==> src/rtl/fsm_k_burst.sv <==
// Burst read controller: multi-beat reads with per-beat delay, bounded
// wait-state retries with an error exit, and abort. Moore outputs.
module fsm_k_burst #(
    parameter int unsigned BEAT_W    = 4,
    parameter int unsigned DLY_W     = 3,
    parameter int unsigned MAX_RETRY = 3
) (
    input  logic              clk,
    input  logic              rst,
    input  logic              go,
    input  logic              ws,
    input  logic              abort,
    input  logic [BEAT_W-1:0] burst_len,
    input  logic [DLY_W-1:0]  dly_cycles,
    output logic              rd,
    output logic              ds,
    output logic              err,
    output logic              busy,
    output logic [BEAT_W-1:0] beat_cnt
);

    localparam int unsigned RETRY_W = $clog2(MAX_RETRY + 1);

    typedef enum logic [2:0] {
        S_IDLE = 3'd0,
        S_READ = 3'd1,
        S_DLY  = 3'd2,
        S_DONE = 3'd3,
        S_ERR  = 3'd4
    } state_t;

    state_t              state_q, state_d;
    logic [BEAT_W-1:0]   beat_d;
    logic [RETRY_W-1:0]  retry_q, retry_d;
    logic [DLY_W-1:0]    dly_cnt_q, dly_cnt_d;
    logic [BEAT_W-1:0]   len_q, len_d;
    logic [DLY_W-1:0]    dly_lim_q, dly_lim_d;
    logic                rd_d, ds_d, err_d, busy_d;

    // Next state, counter updates and output decode of the next state
    always_comb begin
        state_d   = state_q;
        beat_d    = beat_cnt;
        retry_d   = retry_q;
        dly_cnt_d = dly_cnt_q;
        len_d     = len_q;
        dly_lim_d = dly_lim_q;

        case (state_q)
            S_IDLE: begin
                if (go) begin
                    state_d   = S_READ;
                    len_d     = burst_len;
                    dly_lim_d = dly_cycles;
                    beat_d    = '0;
                    retry_d   = '0;
                    dly_cnt_d = '0;
                end
            end
            S_READ: begin
                if (abort) begin
                    state_d = S_IDLE;
                end else begin
                    state_d   = S_DLY;
                    dly_cnt_d = '0;
                end
            end
            S_DLY: begin
                if (abort) begin
                    state_d = S_IDLE;
                end else if (dly_cnt_q == dly_lim_q) begin
                    // last delay cycle: ws decides retry, error or beat completion
                    if (ws) begin
                        if (retry_q < RETRY_W'(MAX_RETRY)) begin
                            retry_d = retry_q + 1'b1;
                            state_d = S_READ;
                        end else begin
                            state_d = S_ERR;
                        end
                    end else begin
                        beat_d  = beat_cnt + 1'b1;
                        retry_d = '0;
                        state_d = (beat_cnt == len_q) ? S_DONE : S_READ;
                    end
                end else begin
                    dly_cnt_d = dly_cnt_q + 1'b1;
                end
            end
            S_DONE:  state_d = S_IDLE;
            S_ERR:   state_d = S_IDLE;
            default: state_d = S_IDLE;
        endcase

        rd_d   = (state_d == S_READ) || (state_d == S_DLY);
        ds_d   = (state_d == S_DONE);
        err_d  = (state_d == S_ERR);
        busy_d = (state_d != S_IDLE);
    end

    // State, counters, latched fields and registered outputs
    always_ff @(posedge clk) begin
        if (rst) begin
            state_q   <= S_IDLE;
            beat_cnt  <= '0;
            retry_q   <= '0;
            dly_cnt_q <= '0;
            len_q     <= '0;
            dly_lim_q <= '0;
            rd        <= 1'b0;
            ds        <= 1'b0;
            err       <= 1'b0;
            busy      <= 1'b0;
        end else begin
            state_q   <= state_d;
            beat_cnt  <= beat_d;
            retry_q   <= retry_d;
            dly_cnt_q <= dly_cnt_d;
            len_q     <= len_d;
            dly_lim_q <= dly_lim_d;
            rd        <= rd_d;
            ds        <= ds_d;
            err       <= err_d;
            busy      <= busy_d;
        end
    end

endmodule

==> config.mk <==
export PLATFORM = sky130hd
export DESIGN_NAME = fsm_k_burst
export DESIGN_NICKNAME = d
export VERILOG_FILES = /design/src/rtl/fsm_k_burst.sv
export SDC_FILE = /design/constraint.sdc
export NUM_CORES = 1
export LEC_CHECK = 0
export ABC_AREA = 1
export BUFFER_PORTS_ARGS = -buffer_cell sky130_fd_sc_hd__buf_2
export CAP_MARGIN = 20
export CORE_MARGIN = 2
export CORE_UTILIZATION = 40
export DETAILED_ROUTE_END_ITERATION = 8
export PLACE_DENSITY = 0.71
export SLEW_MARGIN = 5
export SYNTH_ARGS = -nofsm -noshare
export SYNTH_HDL_FRONTEND = slang
export SYNTH_SLANG_ARGS = --single-unit
==> constraint.sdc <==
create_clock -name clk -period 1.7 [get_ports clk]
set_input_delay 0.425 -clock clk [delete_from_list [all_inputs] [get_ports clk]]
set_output_delay 0.425 -clock clk [all_outputs]
set_load 0.02 [all_outputs]
Word level (Yosys, flattened, before mapping)

Cells that the tools add are included.

Add/subtract/negate cells: 3
$lt $le $gt $ge: 1
Equality and inequality tests: 15
Multiplexer cells: 24
Reduce and logical (&&, ||, !) cells: 9

Operators by type and width:

| cell                  | count |
|---|---|
| $mux W3               | 9 |
| $pmux W3 S3           | 2 |
| $mux W4               | 4 |
| $reduce_and A5 Y1     | 3 |
| $mux W2               | 7 |
| $ne A2 B2 Y1 const B  | 6 |
| $eq A3 B2 Y1 const B  | 3 |
| $pmux W4 S2           | 1 |
| $eq A3 B1 Y1 const B  | 2 |
| $reduce_bool A3 Y1    | 2 |
| $add A4 B1 Y4 const B | 1 |
| $eq A4 B4 Y1          | 1 |
| $pmux W2 S2           | 1 |
| $add A3 B1 Y3 const B | 1 |
| $eq A3 B3 Y1          | 1 |
| $eq A3 B3 Y1 const B  | 1 |
| $logic_not A3 Y1      | 1 |
| $ne A3 B3 Y1 const B  | 1 |
| $add A2 B1 Y2 const B | 1 |
| $lt A2 B2 Y1 const B  | 1 |
| $reduce_and A2 Y1     | 1 |
| $reduce_bool A2 Y1    | 1 |
| $logic_or A1 B1 Y1    | 1 |

Register bits after elaboration: 23
Input port bits: 12
Output and inout bits: 8

Depth between registers and ports, before layout

Depth after elaboration: 8
Gate-level depth with buffers: 10
Depth with buffers taken out: 10

Least setup slack after synthesis

Ideal clock, no wire load.

Kind: register to register
From: register beat_cnt[0]
To: register rd
Library setup time: 0.064 ns
Arrival time: 1.164 ns
Data required time: 1.636 ns
Path slack: 0.472 ns
Cell stages (with the launch flop): 11
Buffers on the path: 0
Cell sequence: dfxtp_1 -> inv_1 -> nand2_1 -> nand2_1 -> nor2_1 -> nand3_1 -> nand3_1 -> nand2_1 -> nand2_1 -> nand2_1 -> nor2_1

Cells in the longest elaborated chain, start to end: 8
Elaborated cells between the ends (all ways): 9
Those cells by class: 3 x eq/ne; 5 x mux; 1 x reduce/logical

Ends and longest elaborated chain:

| what                                         | RTL line | source |
|---|---|---|
| from (decl)                                  | 19       | `output logic [BEAT_W-1:0] beat_cnt` |
| from (signal assigned)                       | 115      | `beat_cnt <= beat_d;` |
| $eq A4 B4 Y1 (*)                             | 83       | `state_d = (beat_cnt == len_q) ? S_DONE : S_READ;` |
| $mux W2 (*)                                  | 83       |  |
| $mux W3 (*)                                  | 73       | `if (ws) begin` |
| $mux W3 (*)                                  | 71       | `end else if (dly_cnt_q == dly_lim_q) begin` |
| $mux W3 (*)                                  | 69       | `if (abort) begin` |
| $pmux W3 S3 (*)                              | 49       | `case (state_q)` |
| $eq A3 B1 Y1 or $eq A3 B2 Y1 (tied branches) | 94       | `rd_d = (state_d == S_READ) \|\| (state_d == S_DLY);` |
| $logic_or A1 B1 Y1 (*)                       | 94       |  |
| to (signal assigned)                         | 120      | `rd <= rd_d;` |
| to (decl)                                    | 15       | `output logic rd,` |

Mark *: on every way between the ends. The rest lies on a longest branch, timed or not.
A chain may end at the register's enable or synchronous reset.

Final worst setup path

From: register beat_cnt[2]
To: output port beat_cnt[2]

No word-level cell between the ends.

==> out/metrics.csv <==
metric;value;unit
Worst setup SP type;flop;
Final Wtd Congestion;0.847;
GR Util met3;4.37;%
Worst Path Max Fanout;6;
CTS sink count;23;
share of layout cells above drive strength 1;18.9;%
placed cell area;1350;um^2
drt pass-1 iters;4;
worst IR drop on VDD;534;uV
Cell Chain, Critical Path;buf_2;
wirelength, routed;2410;um
DRC viols;0;
Finished Cell Area;1370;um^2
Ports;20;
Final #Nets;212;
delay of the slowest critical-path stage;470;ps
RSZ-0062 raised after global routing;no;
Sequential Power Share;54.8;%
H-tree levels;1;
buffers plus inverters on the worst setup path;1;
sw power;0.341;mW
WL/cell;10.5;um
cts repair resizes;0;
worst slew pin tran;346;ps
Pleak;0.710;nW
Critical Path RT;1270;ps
Comb pwr share;21.9;%
Seq/Total Area, Yosys;37.8;%
M1 GR Usage;19.7;%
Final period util;83.5;%
die height;59.2;um
DIE AREA;3500;um^2
clk buf depth;2;
Clock Power Share;23.2;%
share of the synthesized area in the top cell type;37.8;%
TNS Setup;0;ps
nature of the critical path endpoint;output port;
Worst Hold Launch;dly_cycles[1];
Mapped Cells;175;
Max Slew Vio Count;0;
post-synth cell types;23;
largest net degree at the start of global routing;14;
hpwl dp;1770;um
sw frac;31.2;%
Synth area leader;dfxtp_1;
Post CTS Setup Buffer Count;0;
max_cap viols;0;
initial DRC count;23;
Synth area leaders;dfxtp_1, nand2_1, inv_1;
Post-DRT Antenna Nets;0;
fmax;705;MHz
Critical Path AT;990;ps
setup violators final;0;
core area;2980;um^2
hold_buf cts;0;
Via density;4.77;
CTS tree;built;
outcome;complete, no violations;
Global Route met2 Usage;23.3;%
gr busiest metal;met2;
Hold Vio Cnt, Final;0;
synth warn;0;
Critical Path Start;beat_cnt[2];
Slew HR;76.9;%
die width;59.2;um
kind of critical path;reg -> out;
CTS clock-pin slew for the worst setup and hold paths;120;ps
vias in the first global route;918;
total grt overflow;0;
WHS;367;ps
reg2reg start;dly_cnt_q[0];
synthesized flop and latch total;23;
Pwr Density;796;nW/um^2
slowest stage cell, crit path;dfxtp_1;
cts bufs inserted;3;
syn_area_per_cell;6.96;um^2
clk_skew;4.47;ps
P&R area growth vs syn;12.8;%
design internal power;0.753;mW
via count;1092;
most common cell after layout, fill and taps aside;nand2_1;
highest-count cells in the layout ignoring fill and taps;nand2_1, inv_1, dfxtp_1;
starting density of the core;40.9;%
Hold Path Class;in -> reg;
Post-Syn Area;1220;um^2
Global Route Usage Sum;15.0;%
post-synthesis net count;190;
first-pass GRT wire length;3970;um
I/O Buffers;19;
initial antenna violation count;0;
Ant. Diodes;0;
root buffer cell;clkbuf_4;
Site Rows;20;
latest clock arrival within the worst-skew pair;310;ps
cell family contributing the most delay on the critical path;flip-flops;
post-route minimum period;1420;ps
-- cell usage after synthesis (all sizes together) --
cell and count:
xnor2 1, nand3 11, clkinv 1, nor2 21, buf 2, o21ai 11
nand2 49, clkbuf 1, dfxtp 23, inv 29, xor2 3, nand4 4
ha 3, a21oi 14, o2111ai 1, nor3 1
-- metal layers --
| metal | vias up | routed length [um] |
|---|---|---|
| met3 | 2 | 98 |
| li1 | 589 | - |
| met1 | 480 | 1210 |
| met2 | 21 | 1080 |
| met5 | - | 0 |
| met4 | 0 | 17 |
-- path summary, 6_finish.rpt --
path | slack [ps] | cells past startpoint | end
setup / recovery | 280 | 1 | beat_cnt[2]
hold / removal | 370 | 3 | dly_lim_q[1]
hold reg to reg | 460 | 2 | retry_q[1]
setup reg to reg | 320 | 10 | busy
-- registers in the layout, indices dropped and copies added (netlist names), 2 cells and up --
| register | flops |
|---|---|
| dly_lim_q | 3 |
| len_q | 4 |
| state_q | 3 |
| retry_q | 2 |
| dly_cnt_q | 3 |
| beat_cnt | 4 |
-- metrics by stage --
| stage | setup slack, ps | std cells | utilization, % | power (mW) |
|---|---|---|---|---|
| after CTS | 296 | 229 | 46.1 | 1.10 |
| final | 281 | 229 | 46.1 | 1.09 |
| after detailed placement | 281 | 225 | 45.3 | 0.851 |
| after floorplan | 472 | 175 | - | 0.789 |
| after global routing | 189 | 229 | 46.1 | 1.16 |
| after global placement | 311 | 225 | 45.3 | 0.847 |
-- final cells by class --
class	count	area, um^2
tap	33	41.3
multi-input combinational	119	627
inverter	30	116
clock buffer	4	26.3
timing repair buffer	20	103
sequential	23	460
fill	311	1600
-- power by group through the flow --
stage,Clock [mW],Sequential [mW],Combinational (mW)
2_1_floorplan,0,0.620,0.170
3_3_place_gp,0,0.611,0.236
3_5_place_dp,0,0.611,0.240
4_1_cts,0.263,0.600,0.241
5_1_grt,0.280,0.605,0.275
6_report,0.254,0.600,0.240
-- logic make-up after synthesis --
group | synth area share [%]
buffers and inverters | 10.7
adders and majority gates | 3.08
xor gates and xnor gates | 3.50
DFF | 37.8
and+or+nand+nor | 33.9
AOI/OAI and AO/OA | 11.0
Note: power is estimated with default switching activity, not from simulation.
